$ cat config.mk
export PLATFORM = sky130hd
export DESIGN_NAME = wb_trace_capture
export DESIGN_NICKNAME = d
export VERILOG_FILES = /design/src/rtl/trace_pkg.sv /design/src/rtl/trace_fifo.sv /design/src/rtl/wb_trace_capture.sv
export SDC_FILE = /design/constraint.sdc
export NUM_CORES = 1
export LEC_CHECK = 0
export BUFFER_PORTS_ARGS = -buffer_cell sky130_fd_sc_hd__buf_2
export CAP_MARGIN = 30
export CELL_PAD_IN_SITES_DETAIL_PLACEMENT = 1
export CELL_PAD_IN_SITES_GLOBAL_PLACEMENT = 1
export CORE_MARGIN = 3
export CORE_UTILIZATION = 40
export DETAILED_ROUTE_END_ITERATION = 10
export GPL_TIMING_DRIVEN = 0
export PLACE_DENSITY_LB_ADDON = 0.25
export SYNTH_ARGS = -nofsm -noshare
export SYNTH_HDL_FRONTEND = slang
export SYNTH_SLANG_ARGS = --single-unit
$ cat constraint.sdc
create_clock -name clock -period 9.3 [get_ports clock]
set_input_delay 0.93 -clock clock [delete_from_list [all_inputs] [get_ports clock]]
set_output_delay 0.93 -clock clock [all_outputs]
set_load 0.005 [all_outputs]
$ cat src/rtl/trace_pkg.sv
// Shared definitions for the writeback trace capture path.
// Record layout (MSB first on the byte stream):
//   default      : {stamp[23:0], 3'b000, rd[4:0], data[31:0]}           64 bits, 8 bytes
//   TRACE_PC_EN  : {pc[31:0], stamp[23:0], 3'b000, rd[4:0], data[31:0]} 96 bits, 12 bytes
// Macro: TRACE_PC_EN selects the widened record that carries the fetch PC.
package trace_pkg;

    // The stamp width is fixed by the record format.
    localparam int STAMP_W = 24;

`ifdef TRACE_PC_EN
    localparam int REC_W     = 96;
    localparam int REC_BYTES = 12;
`else
    localparam int REC_W     = 64;
    localparam int REC_BYTES = 8;
`endif

    localparam logic [3:0] LAST_IDX = 4'(REC_BYTES - 1);

    typedef enum logic {
        IDLE = 1'b0,
        SEND = 1'b1
    } tx_state_e;

endpackage

$ cat src/rtl/trace_fifo.sv
// Synchronous record FIFO with a first-word-fall-through read port.
// Ports:
//   clock, reset  rising-edge clock, asynchronous active-low reset
//   push, din     write a word (caller must not push into a full FIFO
//                 unless it pops in the same cycle)
//   pop, dout     dout shows the oldest word; pop advances past it
//   full, empty   occupancy flags
// Pointers carry an extra wrap bit so full and empty are distinguishable.
module trace_fifo #(
    parameter int DEPTH = 8,
    parameter int W     = 64
) (
    input  logic         clock,
    input  logic         reset,
    input  logic         push,
    input  logic         pop,
    input  logic [W-1:0] din,
    output logic [W-1:0] dout,
    output logic         full,
    output logic         empty
);

    localparam int AW = $clog2(DEPTH);

    logic [W-1:0] mem_q [DEPTH];
    logic [AW:0]  wr_ptr_q;
    logic [AW:0]  rd_ptr_q;

    always_ff @(posedge clock) begin
        if (push) begin
            mem_q[wr_ptr_q[AW-1:0]] <= din;
        end
    end

    always_ff @(posedge clock or negedge reset) begin
        if (!reset) begin
            wr_ptr_q <= '0;
            rd_ptr_q <= '0;
        end else begin
            if (push) wr_ptr_q <= wr_ptr_q + 1'b1;
            if (pop)  rd_ptr_q <= rd_ptr_q + 1'b1;
        end
    end

    assign dout  = mem_q[rd_ptr_q[AW-1:0]];
    assign empty = (wr_ptr_q == rd_ptr_q);
    assign full  = (wr_ptr_q[AW] != rd_ptr_q[AW]) &&
                   (wr_ptr_q[AW-1:0] == rd_ptr_q[AW-1:0]);

endmodule

$ cat src/rtl/wb_trace_capture.sv
// Writeback trace capture: timestamps register-file writebacks, queues them
// as records and streams each record MSB-first as a valid/ready byte stream.
// Ports:
//   clock, reset           rising-edge clock, asynchronous active-low reset
//   enable                 capture enable (ignored writebacks are not drops)
//   dwb_write_reg/rt_rd/write_data  writeback strobe, destination, data
//   dif_pc_usable          fetch PC, recorded only when TRACE_PC_EN is defined
//   tx_data/tx_valid/tx_ready       byte stream toward the host link
//   overflow               sticky record-dropped flag
//   drop_count             saturating dropped-record count
// Macro: TRACE_PC_EN prepends the 32-bit PC to every record.
//
// state | meaning
// IDLE  | no record in the shift register; pops the FIFO as soon as it has one
// SEND  | presenting shift_q[MSB byte]; advances one byte per handshake
module wb_trace_capture
    import trace_pkg::*;
#(
    parameter int DEPTH = 8
) (
    input  logic        clock,
    input  logic        reset,
    input  logic        enable,
    input  logic        dwb_write_reg,
    input  logic [4:0]  dwb_rt_rd,
    input  logic [31:0] dwb_write_data,
    input  logic [31:0] dif_pc_usable,
    output logic [7:0]  tx_data,
    output logic        tx_valid,
    input  logic        tx_ready,
    output logic        overflow,
    output logic [7:0]  drop_count
);

    logic [STAMP_W-1:0] stamp_q;
    logic               overflow_q;
    logic [7:0]         drop_count_q;
    tx_state_e          state_q;
    logic [REC_W-1:0]   shift_q;
    logic [3:0]         byte_idx_q;
    logic               tx_valid_q;

    logic               capture;
    logic               last_hs;
    logic               fifo_push;
    logic               fifo_pop;
    logic               fifo_full;
    logic               fifo_empty;
    logic [REC_W-1:0]   rec;
    logic [REC_W-1:0]   fifo_dout;

    assign capture = enable & dwb_write_reg & (dwb_rt_rd != 5'd0);

`ifdef TRACE_PC_EN
    assign rec = {dif_pc_usable, stamp_q, 3'b000, dwb_rt_rd, dwb_write_data};
`else
    assign rec = {stamp_q, 3'b000, dwb_rt_rd, dwb_write_data};
    logic unused_pc;
    assign unused_pc = ^dif_pc_usable;
`endif

    // A pop frees a slot in the same cycle, so a push into a full FIFO that
    // coincides with a pop is accepted rather than dropped.
    assign last_hs   = (state_q == SEND) & tx_ready & (byte_idx_q == LAST_IDX);
    assign fifo_pop  = ~fifo_empty & ((state_q == IDLE) | last_hs);
    assign fifo_push = capture & (~fifo_full | fifo_pop);

    trace_fifo #(
        .DEPTH (DEPTH),
        .W     (REC_W)
    ) u_fifo (
        .clock (clock),
        .reset (reset),
        .push  (fifo_push),
        .pop   (fifo_pop),
        .din   (rec),
        .dout  (fifo_dout),
        .full  (fifo_full),
        .empty (fifo_empty)
    );

    always_ff @(posedge clock or negedge reset) begin
        if (!reset) begin
            stamp_q      <= '0;
            overflow_q   <= 1'b0;
            drop_count_q <= '0;
        end else begin
            stamp_q <= stamp_q + 1'b1;
            if (capture && !fifo_push) begin
                overflow_q <= 1'b1;
                if (drop_count_q != 8'hFF) begin
                    drop_count_q <= drop_count_q + 8'd1;
                end
            end
        end
    end

    always_ff @(posedge clock or negedge reset) begin
        if (!reset) begin
            state_q    <= IDLE;
            shift_q    <= '0;
            byte_idx_q <= '0;
            tx_valid_q <= 1'b0;
        end else begin
            case (state_q)
                IDLE: begin
                    if (!fifo_empty) begin
                        shift_q    <= fifo_dout;
                        byte_idx_q <= '0;
                        tx_valid_q <= 1'b1;
                        state_q    <= SEND;
                    end
                end
                SEND: begin
                    if (tx_ready) begin
                        if (byte_idx_q == LAST_IDX) begin
                            byte_idx_q <= '0;
                            if (!fifo_empty) begin
                                shift_q <= fifo_dout;
                            end else begin
                                // Cleared so tx_data idles at zero.
                                shift_q    <= '0;
                                tx_valid_q <= 1'b0;
                                state_q    <= IDLE;
                            end
                        end else begin
                            shift_q    <= shift_q << 8;
                            byte_idx_q <= byte_idx_q + 4'd1;
                        end
                    end
                end
                default: state_q <= IDLE;
            endcase
        end
    end

    assign tx_data    = shift_q[REC_W-1 -: 8];
    assign tx_valid   = tx_valid_q;
    assign overflow   = overflow_q;
    assign drop_count = drop_count_q;

endmodule
Word-level counts from Yosys, hierarchy flattened
Memories as Yosys holds them, arrays and structs flattened. Index checks and enable logic that the tools add are counted.

Register bits after elaboration: 111. Bits in writable memories: 488. Input bits: 74. Output and inout bits: 18. Word-level logic and storage cells: 62. Memories: 1.

Memories: u_fifo.mem_q (depth 8, width 61, rd ports 1, clocked after memory_dff 0, wr ports 1, line trace_fifo.sv:25) `logic [W-1:0] mem_q [DEPTH];`.

Add/subtract/negate cells: 5. Equality and inequality tests: 9. Multiplexer cells: 20. Bitwise gates (word level): 11. Reductions and logical operators: 7.

Operators with widths (number): $mux 64 (4); $pmux 64 s2 (1); $add 24x1->24 const B (1); $add 4x1->4 const B (3); $mux 4 (3); $mux 1 (9); $add 8x1->8 const B (1); $ne 8x8->1 const B (1); $pmux 4 s2 (1); $and 1x1->1 (6); $reduce_bool 5->1 (1); $eq 4x3->1 const B (1); $eq 4x4->1 (1); $ne 2x1->1 const B (2); $ne 2x2->1 const B (2); $pmux 1 s2 (2); $reduce_and 2->1 (2); $reduce_and 4->1 (1); $eq 3x3->1 (1); $not 1->1 (3); $logic_and 1x1->1 (2); $or 1x1->1 (2); $logic_not 1->1 (1); $ne 1x1->1 (1).

Logic depth before layout (Yosys ltp)
Word-level depth: 9. Depth in mapped cells: 8. Gate-level depth less buffers: 6.

Cells and area by module
Synthesis repeated with hierarchy kept, for this count alone.

Cells, all modules: 1209. Area total of the unflattened synthesis: 24154.4 um^2.

By module, submodules not included: trace_fifo (instances 1, cells each 784, area each 19646.3 um^2, seq. area each 15574.9 um^2); wb_trace_capture (instances 1, cells each 425, area each 4508.1 um^2, seq. area each 2577.5 um^2).

Least setup slack after synthesis
OpenSTA, ideal clock, no wires.

Kind: input port to flip-flop. Start: input tx_ready. End: memory u_fifo.mem_q[0][0] (netlist bit) (enable). Library setup time: 631 ps. Data arrival time: 7350 ps. Data required time: 8669 ps. Slack: 1319 ps. Stages on the path: 6. Path buffers: 1. Cell sequence: nand4b_1 > nand2_1 > or2_1 > buf_6 > nand2_1 > nor4_1.

Word-level cells in the longest chain between the ends: 8.

RTL lines: from (decl) (line wb_trace_capture.sv:30) `input logic tx_ready,`; $and 1x1->1 (2 in a row) (line wb_trace_capture.sv:64) `assign last_hs = (state_q == SEND) & tx_ready & (byte_idx_q == LAST_IDX);`; $or 1x1->1 (line wb_trace_capture.sv:65) `assign fifo_pop = ~fifo_empty & ((state_q == IDLE) | last_hs);`; $and 1x1->1 (line wb_trace_capture.sv:65); $or 1x1->1 (line wb_trace_capture.sv:66) `assign fifo_push = capture & (~fifo_full | fifo_pop);`; $and 1x1->1 (line wb_trace_capture.sv:66); $mux 1 (line trace_fifo.sv:30) `if (push) begin`; $mux 1 (not written as such) (line trace_fifo.sv:31) `mem_q[wr_ptr_q[AW-1:0]] <= din;`; to (decl) (line trace_fifo.sv:25).

Every way passes these cells.

Final worst setup path
Start: register byte_idx_q[0]. End: memory u_fifo.mem_q[3][19] (netlist bit) (enable).

Word-level cells in the longest chain between the ends: 8.

RTL lines: from (decl) (line wb_trace_capture.sv:40) `logic [3:0] byte_idx_q;`; from (signal assigned) (line wb_trace_capture.sv:128) `byte_idx_q <= byte_idx_q + 4'd1;`; $eq 4x3->1 (line wb_trace_capture.sv:64); $and 1x1->1 (line wb_trace_capture.sv:64); $or 1x1->1 (line wb_trace_capture.sv:65); $and 1x1->1 (line wb_trace_capture.sv:65); $or 1x1->1 (line wb_trace_capture.sv:66); $and 1x1->1 (line wb_trace_capture.sv:66); $mux 1 (line trace_fifo.sv:30); $mux 1 (not written as such) (line trace_fifo.sv:31).

Every way passes these cells.

==> qor.csv <==
stage,metric,value,unit
timing,skew,0.0105,ns
setup_path,rr_worst_depth,10,
floorplan,die_area,60200,um2
setup_path,crit_path_max_incr_delay,0.78,ns
global_routing,grt_overflow,0,
power,total_leakage_power,9.26,nW
logic_synthesis,synthTopCellsByCount,"488 x edfxtp_1, 122 x mux4_2, 111 x dfrtp_1",
place,place_congestion,0.748,
run,cap_violations,0,
clocking,cts.path.max_buffers,3,
setup_path,cp_max_fo,10,
power,irDropWorstVdd,0.000145,V
logic_synthesis,synth_top_area_cell,edfxtp_1,
setup_path,crit_slowest_cell,nor3_2,
logic_synthesis,ys_top_cells_by_area,"edfxtp_1 64%, dfrtp_1 12%, mux4_2 12%, mux2i_1 2.7%, a22oi_1 1.7%",
clocking,clock-sinks,599,
timing,slew_headroom,37.3,%
routing,drtIter0Drc,907,
logic_synthesis,syn_inst,1119,
global_routing,grt_max_degree,66,
timing,setup_viol,0,
clocking,cts_resized,0,
clocking,cts_buffers,61,
floorplan,io_pins,92,
routing,vias,11400,
floorplan,design.core.area,56600,um2
outcome,outcome,"finished, final reports clean",
logic_synthesis,netlist.area_leader.share,63.9,%
logic_synthesis,synth_seq_cells,599,
setup_path,startpoint_type,register,
finish,fillers,5239,
finish,utilization,47.6,%
setup_path,path_class,register to register,
routing,drc,0,
setup_path,r2r_start,byte_idx_q[0]$_DFFE_PN0P_,
routing,detail-route-antenna-nets,0,
logic_synthesis,yosysWarnings,0,
timing,finalCriticalPeriod,3.18,ns
logic_synthesis,synth_cell_types,43,
logic_synthesis,avgSynthCellArea,20.5,um2
finish,area_growth,17.4,%
clocking,h-tree-depth,2,
logic_synthesis,ys_async_sr_fraction,18.5,%
logic_synthesis,syn-cell-area,22900,um2
timing,hold_violations,0,
floorplan,fp-row-count,87,
power,power_density,283,nW/um2
logic_synthesis,synth_ff_type,edfxtp_1,
place,port_buffers,59,
setup_path,required,9.62,ns
setup_path,rrSetupSlack,6.12,ns
hold_path,worstHoldPathType,primary input to async pin,
setup_path,cp.arrival,3.51,ns
timing,hold_slack,0.254,ns
clocking,cts_tree,yes,
timing,worst_pin_slew,0.935,ns
global_routing,antenna_found_initial,2,
routing,drt-total-wl,53500,um
routing,viasPerCell,5.41,
timing,max_freq,0.314,GHz
clocking,cts_root_buf,clkbuf_16,
logic_synthesis,seq_area_frac_synth,76.0,%
routing,wl_per_cell,25.4,um
setup_path,startpoint,byte_idx_q[0]$_DFFE_PN0P_,
clocking,clk_latency,0.62,ns
clocking,postCtsSetupBuffers,0,
logic_synthesis,synth_edf_count,488,
routing,firstDrtPassIters,5,
timing,period_share,34.2,%
finish,multi_input_area,5200,um2
timing,finalSetupTns,0,ns
timing,rsz0062_at_grt,no,
floorplan,dieWidth,245,um
finish,nets,1376,
clocking,cts_hold_buf,0,
timing,slew_viol_final,0,
logic_synthesis,yosysMostFrequentCell,edfxtp_1,
clocking,cts.clk_slew.worst_paths,0.06,ns
setup_path,cp_cell_sequence,ha_1 -> nand4b_1 -> nand2_1 -> or2_1 -> buf_6 -> nand2_1 -> nor3_2 -> buf_8 -> buf_8 -> buf_6,
place,dp_hpwl,35700,um
finish,layout-drive-gt1-share,28.5,%
power,total_power,7.62,mW
setup_path,crit_path_end_kind,register,
global_routing,grt_pass1_wl,80700,um
global_routing,grt_pass1_vias,12300,
finish,regArea,17400,um2
floorplan,start_util,40.5,%
floorplan,die_y,245,um
setup_path,timing.rr.end,u_fifo.mem_q[3][19]$_DFFE_PP_,
logic_synthesis,synthesis.nets,1198,
global_routing,gr-usage-all-layers,18.1,%
routing by layer:
layer | global-route usage, % | wire, um | share of wire [%] | up-vias
li1 | - | - | - | 4938
met1 | 26.0 | 24400 | 46 | 6116
met2 | 29.1 | 25600 | 48 | 249
met3 | 3.00 | 2330 | 4.4 | 86
met4 | 4.55 | 1150 | 2.2 | 0
met5 | 0 | 0 | 0 | -
final cells by class:
type	count	area share (%)
Sequential cell	599	64.7
Multi-Input combinational cell	453	19.3
Inverter	2	0.0279
Antenna cell	2	0.0186
Buffer	65	1.26
Clock inverter	23	0.618
Clock buffer	92	6.63
Tap cell	756	3.51
Timing Repair Buffer	115	3.84
worst max-delay path by stage:
| stage | to | depth (start not counted) |
|---|---|---|
| floorplan | u_fifo.mem_q[0][0]$_DFFE_PP_ | 6 |
| global placement | u_fifo.mem_q[0][4]$_DFFE_PP_ | 7 |
| detailed placement | u_fifo.mem_q[3][16]$_DFFE_PP_ | 10 |
| CTS | u_fifo.mem_q[2][45]$_DFFE_PP_ | 10 |
| global route | u_fifo.mem_q[2][46]$_DFFE_PP_ | 10 |
| finish | u_fifo.mem_q[3][19]$_DFFE_PP_ | 10 |
kinds of logic after synthesis:
| logic type | share of synthesized area (%) |
|---|---|
| AO/OA/AOI/OAI | 3.56 |
| XOR/XNOR | 1.52 |
| adder cells (fa/ha/maj) | 0.273 |
| buffers and inverters | 1.52 |
| flip-flops | 76.0 |
| multiplexers | 15.0 |
| AND/OR/NAND/NOR | 2.11 |
worst max-delay path, delay by kind of cell, from the launching register on:
kind | cells | cell delay [ns]
AND/OR/NAND/NOR | 5 | 1.50
flip-flops | 1 | 0.43
buffers and inverters | 4 | 0.73
adder cells (fa/ha/maj) | 1 | 0.22
report_power, final:
part           switching, mW  leakage [nW]  internal (mW)  total, mW
clock network           1.00         0.962           1.37       2.37
registers              0.170          5.82           3.21       3.38
logic                   1.03          2.48          0.849       1.88
total                   2.20          9.26           5.43       7.62
registers in the layout, summed over array words and instances, names as in the netlist:
signal           flops
u_fifo.wr_ptr_q      4
overflow             1
drop_count           8
stamp_q             24
u_fifo.mem_q       488
u_fifo.rd_ptr_q      4
shift_q             64
byte_idx_q           4
tx_valid             1
state_q              1
cells in the final DEF, fill, tap and decap left out, types with 10 or more instances in the layout:
cell,Yosys,final
a22oi_1,53,53
buf_2,26,84
buf_4,13,24
buf_6,2,33
clkbuf_1,21,40
clkbuf_16,0,63
clkbuf_8,0,10
clkinv_2,0,11
dfrtp_1,111,111
edfxtp_1,488,488
mux2i_1,63,63
mux4_2,122,122
nand2_1,27,27
nand3_1,17,17
o21ai_0,56,56
xnor2_1,23,23
xor2_1,13,13
metrics by stage:
stage / area (um2) / std cells / worst slack [ns]
detailed placement: 25000 / 1990 / 5.70
floorplan: 22900 / 1119 / 1.32
global placement: 24200 / 1934 / -6.66
finish: 26900 / 2107 / 6.12
global route: 26900 / 2105 / 5.90
CTS: 26900 / 2105 / 6.10
Power figures use the tool's default switching activity.
